==> config.mk <==
export PLATFORM = sky130hd
export DESIGN_NAME = if_fetch_unit
export DESIGN_NICKNAME = d
export VERILOG_FILES = /design/src/rtl/if_fetch_unit.sv
export SDC_FILE = /design/constraint.sdc
export NUM_CORES = 1
export LEC_CHECK = 0
export CAP_MARGIN = 20
export CORE_ASPECT_RATIO = 0.6
export CORE_MARGIN = 1
export CORE_UTILIZATION = 50
export CTS_CLUSTER_DIAMETER = 60
export DETAILED_ROUTE_END_ITERATION = 10
export PLACE_DENSITY = 0.78
export SYNTH_ARGS = -nofsm -noshare
export SYNTH_HDL_FRONTEND = slang
export SYNTH_SLANG_ARGS = --single-unit
==> constraint.sdc <==
create_clock -name clk -period 3 [get_ports clk]
set_clock_uncertainty 0.05 [all_clocks]
set_input_delay 0.3 -clock clk [delete_from_list [all_inputs] [get_ports clk]]
set_output_delay 0.3 -clock clk [all_outputs]
set_load 0.05 [all_outputs]
==> src/rtl/if_fetch_unit.sv <==
// Instruction-fetch stage: owns the PC, runs the imem request handshake and
// loads the IF/ID register, discarding wrong-path fetches across redirects.
//
// state | meaning
// FETCH | request at pc_q, deliver or redirect on ack
// HOLD  | fetched instruction parked in hold buffer while ID is stalled
// DROP  | wrong-path request at req_addr_q still outstanding; data dropped
module if_fetch_unit #(
   parameter logic [31:0] RESET_PC        = 32'h0000_0000,
   parameter int unsigned INSTR_NUM_BYTES = 4
) (
   input  logic        clk,
   input  logic        rst_n,
   input  logic        load_exceptn_vec_addr,
   input  logic [31:0] exception_vec_addr,
   input  logic        branch_redirect,
   input  logic [31:0] branch_target,
   input  logic        stall_IF,
   input  logic        exceptn_flush_ID_stg,
   output logic        imem_req,
   output logic [31:0] imem_addr,
   input  logic        imem_ack,
   input  logic [31:0] imem_rdata,
   output logic [31:0] instr_ID,
   output logic [31:0] cur_pc_plus_4_ID,
   output logic        instr_valid_ID
);

   typedef enum logic [1:0] {FETCH, HOLD, DROP} state_t;

   localparam logic [31:0] PC_INC = 32'(INSTR_NUM_BYTES);

   state_t      state_q, state_d;
   logic [31:0] pc_q, pc_d;
   logic [31:0] req_addr_q, req_addr_d;
   logic [31:0] hold_instr_q, hold_instr_d;
   logic [31:0] hold_pc4_q, hold_pc4_d;
   logic [31:0] instr_id_q, instr_id_d;
   logic [31:0] pc4_id_q, pc4_id_d;
   logic        valid_id_q, valid_id_d;

   logic        redirect;
   logic [31:0] target;
   logic [31:0] pc_plus_4;
   logic        deliver;
   logic [31:0] dl_instr;
   logic [31:0] dl_pc4;

   always_comb begin
      redirect     = load_exceptn_vec_addr | branch_redirect;
      target       = load_exceptn_vec_addr ? exception_vec_addr : branch_target;
      target[1:0]  = 2'b00;
      pc_plus_4    = pc_q + PC_INC;

      state_d      = state_q;
      pc_d         = pc_q;
      req_addr_d   = req_addr_q;
      hold_instr_d = hold_instr_q;
      hold_pc4_d   = hold_pc4_q;
      instr_id_d   = instr_id_q;
      pc4_id_d     = pc4_id_q;
      valid_id_d   = valid_id_q;
      deliver      = 1'b0;
      dl_instr     = imem_rdata;
      dl_pc4       = pc_plus_4;

      unique case (state_q)
         FETCH: begin
            if (imem_ack) begin
               if (redirect) begin
                  pc_d = target;
               end else if (stall_IF) begin
                  hold_instr_d = imem_rdata;
                  hold_pc4_d   = pc_plus_4;
                  pc_d         = pc_plus_4;
                  state_d      = HOLD;
               end else begin
                  deliver = 1'b1;
                  pc_d    = pc_plus_4;
               end
            end else if (redirect) begin
               req_addr_d = pc_q;
               pc_d       = target;
               state_d    = DROP;
            end
         end
         HOLD: begin
            if (redirect) begin
               pc_d    = target;
               state_d = FETCH;
            end else if (!stall_IF) begin
               deliver  = 1'b1;
               dl_instr = hold_instr_q;
               dl_pc4   = hold_pc4_q;
               state_d  = FETCH;
            end
         end
         DROP: begin
            // A later redirect only retargets pc_q; the stale request still drains.
            if (redirect) pc_d = target;
            if (imem_ack) state_d = FETCH;
         end
         default: state_d = FETCH;
      endcase

      if (exceptn_flush_ID_stg) begin
         valid_id_d = 1'b0;
      end else if (!stall_IF) begin
         if (deliver) begin
            instr_id_d = dl_instr;
            pc4_id_d   = dl_pc4;
            valid_id_d = 1'b1;
         end else begin
            valid_id_d = 1'b0;
         end
      end
   end

   always_ff @(posedge clk or negedge rst_n) begin
      if (!rst_n) begin
         state_q      <= FETCH;
         pc_q         <= RESET_PC;
         req_addr_q   <= RESET_PC;
         hold_instr_q <= '0;
         hold_pc4_q   <= '0;
         instr_id_q   <= '0;
         pc4_id_q     <= '0;
         valid_id_q   <= 1'b0;
      end else begin
         state_q      <= state_d;
         pc_q         <= pc_d;
         req_addr_q   <= req_addr_d;
         hold_instr_q <= hold_instr_d;
         hold_pc4_q   <= hold_pc4_d;
         instr_id_q   <= instr_id_d;
         pc4_id_q     <= pc4_id_d;
         valid_id_q   <= valid_id_d;
      end
   end

   assign imem_req         = rst_n & (state_q != HOLD);
   assign imem_addr        = (state_q == DROP) ? req_addr_q : pc_q;
   assign instr_ID         = instr_id_q;
   assign cur_pc_plus_4_ID = pc4_id_q;
   assign instr_valid_ID   = valid_id_q;

endmodule

==> results.py <==
metrics = {
    "status": {
        "status": "complete, no violations",
    },
    "worst_setup_path": {
        "path_common_cell": "nand4_1",
        "end_kind": "flop",
        "crit_arrival_ps": 2870,
        "cp_max_fo": 11,
        "critPathRequiredTime_ps": 3320,
        "critPathKind": "flop to flop",
        "slowest_stage": "nor4_4",
        "slowest_delay_ps": 690,
        "path_cells": "nand3_1 > nor4_4 > nand4_1 > or4_1 > nand4_1",
        "crit_path_start_kind": "flop",
    },
    "synthesis": {
        "netlist.area_leader.share": 0.499,
        "synth_fp_nets": 1197,
        "async_flop_share": 1.00,
        "synth.area.top_cells": "dfrtp_1 (50%), nand2_1 (10%), mux2_2 (5.4%), o21ai_0 (4.2%), a31oi_1 (2.8%)",
        "syn_area_per_cell_sq_um": 8.99,
        "ys_warn_count": 0,
        "synth_edf_count": 0,
        "synth.distinct_cells": 51,
        "syn_inst": 1089,
        "synth_area_sq_mm": 0.00979,
        "synth_top_area_cell": "dfrtp_1",
        "yosys_register_bits": 195,
        "synthFlopType": "dfrtp_1",
        "synth_seq_area_share": 0.499,
    },
    "clocking": {
        "cts.htree.levels": 4,
        "ctsHoldBuffers": 1,
        "clk_pin_slew_ps": 70,
        "cts_resized": 0,
        "post_cts_buffers": 0,
        "cts-root-buf": "clkbuf_16",
        "clk_path_buf_depth": 2,
        "clock_latency_ps": 440,
        "cts_buffers": 17,
        "cts_num_sinks": 195,
        "cts_tree": "done",
    },
    "floorplan": {
        "pin_count": 201,
        "die_w_um": 183,
        "std_cell_rows": 39,
        "coreArea_sq_mm": 0.0191,
        "die-area_sq_mm": 0.0202,
        "chipHeight_um": 110,
        "start_util": 0.513,
    },
    "cells_and_area": {
        "fin_area_sq_mm": 0.0130,
        "drive_above_1_share": 0.130,
        "final_util": 0.684,
        "area_growth_pct": 33.3,
        "layout.nets": 1367,
        "insertedDiodeCount": 0,
        "fill_cells": 1512,
    },
    "drt": {
        "ant_nets": 0,
        "drc": 0,
        "wl_um": 27700,
        "wl_met1_um": 13000,
        "dr_wl_met3_um": 2200,
        "wl_met2_um": 12100,
        "vias": 8809,
        "via_per_inst": 5.73,
        "drt_iter0_drc": 907,
        "maxUsedRoutingLayer": "met4",
        "first_pass_iters": 5,
        "wl_per_cell_um": 18.0,
    },
    "pwr": {
        "peakVddDrop_v": 0.00101,
        "p_per_area_mw_per_mm2": 1090,
        "static-leakage-power_nw": 5.70,
    },
    "timing": {
        "maxSlewHeadroom": 0.439,
        "clock.fmax_mhz": 391,
        "hold_viol": 0,
        "finalSetupTns_ps": 0,
        "setup_violations": 0,
        "final.period_utilization": 0.852,
        "tightest_slew_ps": 840,
        "min_period_ps": 2560,
        "slew_viol_final": 0,
        "rsz0062_at_grt": "false",
    },
    "place": {
        "dp_hpwl_um": 19700,
        "postPlaceCellArea_sq_mm": 0.0125,
        "place.gp.congestion": 0.930,
        "port_buffers": 196,
    },
    "global_route": {
        "grt_max_degree": 85,
        "overflow": 0,
        "grt_pass1_wl_um": 44300,
        "grt_usage": 0.285,
        "grt_pass1_vias": 8280,
        "antenna_found_initial": 0,
    },
    "worst_hold_path": {
        "hold_class": "primary input to async pin",
    },
    "flow_run": {
        "maxCapViolations": 0,
    },
}
-- cell usage after synthesis, types with 9 or more instances --
cell type and count:
o22ai_1 24, nand2_1 266, nor3_1 9, nor2_1 72, mux2_2 47, nand3_1 31, and3_1 20, a21oi_1 34
o22a_1 14, dfrtp_1 195, a31oi_1 44, buf_2 16, o21ai_0 82, xor2_1 10, clkbuf_1 64, xnor2_1 15
inv_1 13, nand4_1 24
-- power breakdown --
group,switching (mW),leakage (nW),internal [mW]
combinational,4.38,3.03,2.92
clock,1.06,0.291,1.24
sequential,0.830,2.38,3.77
-- critical path: cells and delay by family (launching register included) --
kind | cells | cell delay [ps]
flip-flops | 1 | 560
AND/OR/NAND/NOR | 5 | 1880
-- cell families (layout without fill, tap and decap cells) --
kind of cell	Yosys count	after routing	share of synthesized area
AOI/OAI and AO/OA	247	247	0.158
xor gates and xnor gates	25	25	0.0224
adders and majority gates	5	5	0.00639
buffers and inverters	103	285	0.0439
DFF	195	195	0.499
muxes	51	51	0.0582
and+or+nand+nor	463	463	0.213
-- per-stage QoR --
| step | hold slack (ps) | setup WS (ps) | std cells | total power [mW] |
|---|---|---|---|---|
| 2_1_floorplan | -45.6 | 614 | 1089 | 8.92 |
| 3_3_place_gp | 127 | 388 | 1505 | 11.8 |
| 3_5_place_dp | 129 | 352 | 1505 | 11.9 |
| 4_1_cts | 229 | 454 | 1537 | 14.2 |
| 5_1_grt | 241 | 190 | 1537 | 15.0 |
| 6_report | 234 | 444 | 1537 | 14.2 |
-- state kept, by name (all words and copies together), names as in the netlist --
| signal | count |
|---|---|
| cur_pc_plus_4_ID | 32 |
| hold_instr_q | 32 |
| req_addr_q | 32 |
| state_q | 2 |
| instr_valid_ID | 1 |
| hold_pc4_q | 32 |
| pc_q | 32 |
| instr_ID | 32 |
-- cell type report --
class	count	area, sq um	area share
Tap cell	266	333	0.0255
Inverter	13	48.8	0.00374
Sequential cell	195	4880	0.374
Clock buffer	18	429	0.0329
Timing Repair Buffer	241	2710	0.208
Multi-Input combinational cell	791	4490	0.344
Clock inverter	13	150	0.0115
-- placed cells by master (no fill, tap or decap), types with 13 or more instances in the layout --
cell,Yosys,routed
nand2_1,266,265
dfrtp_1,195,195
clkdlybuf4s50_1,0,162
o21ai_0,82,82
nor2_1,72,71
mux2_2,47,47
a31oi_1,44,44
buf_12,0,39
buf_4,0,38
a21oi_1,34,34
nand3_1,31,31
nand4_1,24,24
o22ai_1,24,24
and3_1,20,20
clkbuf_16,0,17
xnor2_1,15,15
o22a_1,14,14
inv_1,13,13
-- worst paths after layout --
path	startpoint	endpoint	slack [ps]	cells after the start
max	pc_q[10]	cur_pc_plus_4_ID[23]	440	5
min	rst_n	req_addr_q[26]	230	2
max reg2reg	pc_q[10]	cur_pc_plus_4_ID[23]	440	5
min reg2reg	hold_instr_q[9]	hold_instr_q[9]	430	2
max in group asynchronous	rst_n	cur_pc_plus_4_ID[20]	1730	3
min in group clk	imem_rdata[12]	hold_instr_q[12]	360	3
-- routing by layer --
layer  global-route usage  vias to the layer above
li1                     -                     4154
met1                0.411                     4261
met2                0.432                      361
met3               0.0621                       33
met4               0.0828                        0
met5                    0                        -
Note: power is estimated with default switching activity, not from simulation.
